--- config.mk ---
export PLATFORM = sky130hd
export DESIGN_NAME = median_window_gen
export DESIGN_NICKNAME = d
export VERILOG_FILES = /design/src/rtl/median_window_gen.sv
export SDC_FILE = /design/constraint.sdc
export NUM_CORES = 2
export LEC_CHECK = 0
export ABC_AREA = 1
export BUFFER_PORTS_ARGS = -buffer_cell sky130_fd_sc_hd__buf_4
export CORE_AREA = 3 3 337 589
export CTS_CLUSTER_DIAMETER = 200
export CTS_CLUSTER_SIZE = 20
export DETAILED_ROUTE_END_ITERATION = 10
export DIE_AREA = 0 0 340 592
export PLACE_DENSITY_LB_ADDON = 0.2
export SLEW_MARGIN = 20
export SYNTH_ARGS = -nofsm -noshare
export SYNTH_HDL_FRONTEND = slang
export SYNTH_SLANG_ARGS = --single-unit
--- constraint.sdc ---
create_clock -name clk -period 5.77 [get_ports clk]
set_input_delay 0.8655 -clock clk [delete_from_list [all_inputs] [get_ports clk]]
set_output_delay 0.8655 -clock clk [all_outputs]
set_load 0.02 [all_outputs]
--- src/rtl/median_window_gen.sv ---
// Raster-to-3x3 window generator feeding the median filter; window pulse one cycle after the producing pixel.
// Optional frame_done output guarded by MEDIAN_WINGEN_FRAME_DONE_EN; pix_rdy drops for WIN_GAP-1 cycles after each window.
module median_window_gen #(
  parameter int DATA_W  = 16,
  parameter int IMG_W   = 64,
  parameter int IMG_H   = 64,
  parameter int WIN_GAP = 5
) (
  input  logic              clk,
  input  logic              rst_n,
  input  logic              pix_vld,
  input  logic              pix_sof,
  input  logic [DATA_W-1:0] pix_data,
  output logic              pix_rdy,
  output logic              win_gen_flag,
  output logic [DATA_W-1:0] data_in0,
  output logic [DATA_W-1:0] data_in1,
  output logic [DATA_W-1:0] data_in2,
  output logic [DATA_W-1:0] data_in3,
  output logic [DATA_W-1:0] data_in4,
  output logic [DATA_W-1:0] data_in5,
  output logic [DATA_W-1:0] data_in6,
  output logic [DATA_W-1:0] data_in7,
  output logic [DATA_W-1:0] data_in8
`ifdef MEDIAN_WINGEN_FRAME_DONE_EN
  ,
  output logic              frame_done
`endif
);

  localparam int CW = $clog2(IMG_W);
  localparam int RW = $clog2(IMG_H);
  localparam int GW = $clog2(WIN_GAP) + 1;
  localparam logic [CW-1:0] COL_LAST = CW'(IMG_W - 1);
  localparam logic [RW-1:0] ROW_LAST = RW'(IMG_H - 1);
  localparam logic [GW-1:0] GAP_LOAD = GW'(WIN_GAP - 1);

  typedef enum logic {IDLE, GAP} state_t;

  state_t            state, state_nxt;
  logic [GW-1:0]     gap_cnt, gap_cnt_nxt;
  logic [CW-1:0]     col, col_eff, col_nxt;
  logic [RW-1:0]     row, row_eff, row_nxt;
  logic              accept, win_hit;
  logic [DATA_W-1:0] top, mid;
  logic [DATA_W-1:0] line1 [IMG_W];
  logic [DATA_W-1:0] line2 [IMG_W];
  logic [DATA_W-1:0] win   [9];
  logic [DATA_W-1:0] dout  [9];

  assign accept  = pix_vld & pix_rdy;
  // A sof pixel is forced to (0,0), so it can never produce a window.
  assign col_eff = pix_sof ? '0 : col;
  assign row_eff = pix_sof ? '0 : row;
  assign win_hit = (row_eff >= RW'(2)) && (col_eff >= CW'(2));
  assign top     = line2[col_eff];
  assign mid     = line1[col_eff];

  always_comb begin
    col_nxt = col_eff + 1'b1;
    row_nxt = row_eff;
    if (col_eff == COL_LAST) begin
      col_nxt = '0;
      row_nxt = (row_eff == ROW_LAST) ? '0 : row_eff + 1'b1;
    end
  end

  always_comb begin
    state_nxt   = state;
    gap_cnt_nxt = gap_cnt;
    case (state)
      IDLE: begin
        if (accept && win_hit && (WIN_GAP > 1)) begin
          state_nxt   = GAP;
          gap_cnt_nxt = GAP_LOAD;
        end
      end
      GAP: begin
        gap_cnt_nxt = gap_cnt - 1'b1;
        if (gap_cnt == GW'(1)) state_nxt = IDLE;
      end
    endcase
  end

  always_ff @(posedge clk) begin
    if (!rst_n) begin
      state        <= IDLE;
      gap_cnt      <= '0;
      pix_rdy      <= 1'b0;
      col          <= '0;
      row          <= '0;
      win_gen_flag <= 1'b0;
      for (int i = 0; i < 9; i++) begin
        win[i]  <= '0;
        dout[i] <= '0;
      end
    end else begin
      state        <= state_nxt;
      gap_cnt      <= gap_cnt_nxt;
      pix_rdy      <= (state_nxt == IDLE);
      win_gen_flag <= accept && win_hit;
      if (accept) begin
        col <= col_nxt;
        row <= row_nxt;
        for (int i = 0; i < 3; i++) begin
          win[3*i]   <= win[3*i+1];
          win[3*i+1] <= win[3*i+2];
        end
        win[2] <= top;
        win[5] <= mid;
        win[8] <= pix_data;
        // Output copy includes the column arriving this cycle.
        if (win_hit) begin
          for (int i = 0; i < 3; i++) begin
            dout[3*i]   <= win[3*i+1];
            dout[3*i+1] <= win[3*i+2];
          end
          dout[2] <= top;
          dout[5] <= mid;
          dout[8] <= pix_data;
        end
      end
    end
  end

  always_ff @(posedge clk) begin
    if (accept) begin
      line2[col_eff] <= mid;
      line1[col_eff] <= pix_data;
    end
  end

`ifdef MEDIAN_WINGEN_FRAME_DONE_EN
  always_ff @(posedge clk) begin
    if (!rst_n) frame_done <= 1'b0;
    else        frame_done <= accept && win_hit && (row_eff == ROW_LAST) && (col_eff == COL_LAST);
  end
`endif

  assign data_in0 = dout[0];
  assign data_in1 = dout[1];
  assign data_in2 = dout[2];
  assign data_in3 = dout[3];
  assign data_in4 = dout[4];
  assign data_in5 = dout[5];
  assign data_in6 = dout[6];
  assign data_in7 = dout[7];
  assign data_in8 = dout[8];

endmodule

==> results.txt <==
The flow ran to the end, and the final reports show no timing, DRC or antenna violations. Once detail routing completed, the nets flagged for antenna violations numbered 0. The run gives 5.0% as the part of the power in combinational logic.

The share of synthesized area occupied by flip-flops and latches is 72.8%, and the transition at the pin with the smallest max-transition slack is 1.12 ns. The number of sinks handled by clock tree synthesis is 2307, and the switching power share of the total is 21.8%. In the routed design, unresolved DRC markers number 0. The tools report the register-to-register setup slack as 1.23 ns.

Entering global routing, the biggest net connects 184 pins. For the total negative slack for setup checks, the log shows 0 ns. The die outline area is 201000 um^2. The library cell used as clock root buffer was clkbuf_16.

The initial antenna violation count was 12; the proportion of layout cells with a drive suffix above 1 was 7.76%. After clock tree synthesis, the flow added hold-fix buffers numbering 0. In this run the tightest slew margin relative to its limit is 25.3%. In this run the core area contains 214 standard-cell rows. The quantity of gates resized following cts came out at 0. For this run, the top clock speed supported by timing is 0.220 GHz.

Setup violations remaining at the end of the flow were counted as 0. The run gives 23400 uW as the internal portion of total power. In this run the power spent charging and discharging nets is 6520 uW. The tools report the worst hold endpoint as line1[10][2].

Before CTS, the worst setup slack after placement is 0.923 ns. The cell depth of the worst hold path is 1. The placeable core region is 194000 um^2. The critical path is of the flip-flop to flip-flop type. The number of filler cells placed in the layout came out at 16547.

In the finished design, the share of the clock period the worst path needs comes to 78.8%. Global routing used 29.1% of the available tracks across all layers. The first-pass GRT wire length was 423 mm; the total of buffers placed on input and output ports was 165. The die extent in y is 592 um, and the setup clock skew after layout is 0.0486 ns. In the routed layout, each cell is associated on average with a via count of 5.50. For the total congestion overflow, the log shows 0.

During synthesis, Yosys emitted a total of 0 warnings. The number of hold-slack violations in the final timing report is 0. The leakage dissipation is 0.0422 uW, and the HPWL reported at the end of detailed placement is 179 mm. Once the floorplan was initialized, standard cells occupied 48.9% of the core.

The clock period could shrink to 4.54 ns. The routed layout has 63213 vias. The endpoint identified for the worst register-to-register timing path is line2[60][6]. The length of the first detailed-routing pass in iterations was 6.

The placed cell area was 101000 um^2. The worst path meets setup with 1.23 ns of slack. Clock latency on the worst-skew pair, taken at its later pin, is 0.83 ns. For the number of distinct standard cells referenced by the synthesized netlist, the log shows 35. The tools report the critical path required time as 6.34 ns.

166 I/O pins were placed. The routed length per instance is 25.8 um, and the arrival time reported for the critical path endpoint is 5.11 ns. The biggest fanout along the worst timing path is 48, and the number of slew-limit violations in the final report is 0.

Counting every net in the synthesized netlist gives 8733. The post-layout instance area is 104000 um^2, and the number of synthesized register bits is 2307. The cell area that synthesis handed to floorplanning was 95000 um^2.

The tools report the detailed router's first-iteration violation count as 7471. Dividing total power by cell area gives a power density of 287 nW/um^2. Wires add up to 296 mm. The die width is 340 um, and the depth of the most critical reg-to-reg path is 14. The logs give 30000 uW for the overall power and 0 for the total setup buffers inserted after CTS. The worst hold path begins at pix_data[2]. Routability-driven placement finished with a final weighted congestion of 0.917.

The mean cell area of the mapped netlist came out at 10.9 um^2. The number of max-capacitance violations reported is 0. The tightest min-delay check is of the input port to flip-flop type.

The tools report the number of cells produced by synthesis as 8707. The TritonCTS buffer count was 141. The number of global-route vias before repair was 60852; the number of nets in the layout was 8874. From synthesis to final layout, the design area changed by 10.0%.

STA classifies the critical path endpoint as a flip-flop. STA classifies the critical path startpoint as a flip-flop. Setup repair after global routing left no endpoint under its margin.

The longest clock path from root to sink contains 4 buffers. Part of the power in the clock network: 32.9%. VDD sags by at most 0.000226 V. In this run, flip-flops and latches consume 62.1% of the power. The beginning of the worst register-to-register path is col[0]. The clock transition at the registers of the reported paths is 0.09 ns, and the maximum level of the CTS H-tree is 4.

TritonCTS built the clock tree.
-- per-stage QoR --
stage / cells / util [%] / hold WS, ns
3_5_place_dp: 11297 / 51.9 / 0.467
5_1_grt: 11477 / 53.8 / 0.367
2_1_floorplan: 8707 / - / 0.446
6_report: 11484 / 53.8 / 0.382
3_3_place_gp: 11297 / 51.9 / 0.461
4_1_cts: 11476 / 53.8 / 0.342
-- critical path, cell delays in order (launching register included) --
cell and delay, ns:
dfxtp_1 0.57, inv_2 0.10, nor2_4 0.85, buf_4 0.58, nand2_1 0.10, nand2_1 0.07, nand2_1 0.05, nand2_1 0.10
nand2_1 0.05, nand2_1 0.09, nand2_1 0.36, nand2_1 0.30, nor2_1 0.13, nand2_2 0.44, buf_12 0.30
-- registers in the layout (all words and copies together) (netlist names) --
name          count
dout            144
row               6
line2          1024
gap_cnt           4
win              96
win_gen_flag      1
state             1
line1          1024
pix_rdy           1
col               6
-- per-layer routing --
metal	GRT usage [%]	vias up	share of wire [%]
met5	0	-	0.012
met4	21.3	6	8.8
met3	3.49	727	7.1
met2	49.2	2946	49
met1	34.5	30936	35
li1	-	28598	-
-- power groups by stage --
stage | logic, uW | registers (uW) | clock network [uW]
after floorplan | 688 | 19000 | 0
after global placement | 1470 | 19000 | 0
after detailed placement | 1490 | 19000 | 0
after CTS | 1500 | 18600 | 10000
after global routing | 1610 | 18600 | 10600
final | 1500 | 18600 | 9880
-- worst max path at each step --
stage,slack [ns],endpoint,depth (start not counted),start
after floorplan,0.11,line1[33][0],10,pix_sof
after global placement,0.65,win[5][6],13,pix_sof
after detailed placement,0.92,line2[35][6],16,pix_sof
after CTS,1.44,line2[61][6],14,col[0]
after global routing,1.17,line2[41][6],14,col[0]
final,1.23,line2[60][6],14,col[0]
-- cell type report --
cell class	count	area (um^2)	area share (%)
antenna	8	20.0	0.0192
clock buffer	177	3750	3.59
clock inverter	2	25.0	0.0240
inverter	685	2580	2.47
multi-input combinational	5301	22000	21.1
sequential	2307	69100	66.1
tap	2592	3240	3.10
timing repair buffer	412	3760	3.60
-- kinds of logic after synthesis --
kind of cell	after synthesis	synth area share, %
DFF	2307	72.8
AOI/OAI and AO/OA	325	2.30
xor gates and xnor gates	2	0.0185
adders and majority gates	6	0.0791
buffers and inverters	1099	4.73
and+or+nand+nor	4968	20.1
-- synth_stat cells (all sizes together) --
cell    number  area, um^2
xor2         2        17.5
a21oi       38         190
clkbuf     114         428
nand3      265        1330
edfxtp    2288       68700
o31ai        1        7.51
o41ai        1        8.76
nand2     4183       15700
o22ai        7        43.8
o311ai       1        8.76
nor2       495        1890
nand4        3        18.8
dfxtp       19         380
nor4         3        18.8
nand3b       1        7.51
inv        684        2570
o211ai     213        1600
o21ai       61         305
or2         16         100
nor3         1        5.00
o32ai        1        8.76
buf        300        1490
or4          1        7.51
a31oi        2        12.5
clkinv       1        3.75
ha           6        75.1
-- cells in the final DEF, fill, tap and decap left out, drive strengths merged, types with 38 or more instances in the layout --
| master | synthesis | final |
|---|---|---|
| nand3 | 265 | 265 |
| clkbuf | 114 | 177 |
| nor2 | 495 | 495 |
| o211ai | 213 | 213 |
| o21ai | 61 | 61 |
| inv | 684 | 685 |
| buf | 300 | 412 |
| a21oi | 38 | 38 |
| nand2 | 4183 | 4183 |
| edfxtp | 2288 | 2288 |
Note: power is estimated with default switching activity, not from simulation.
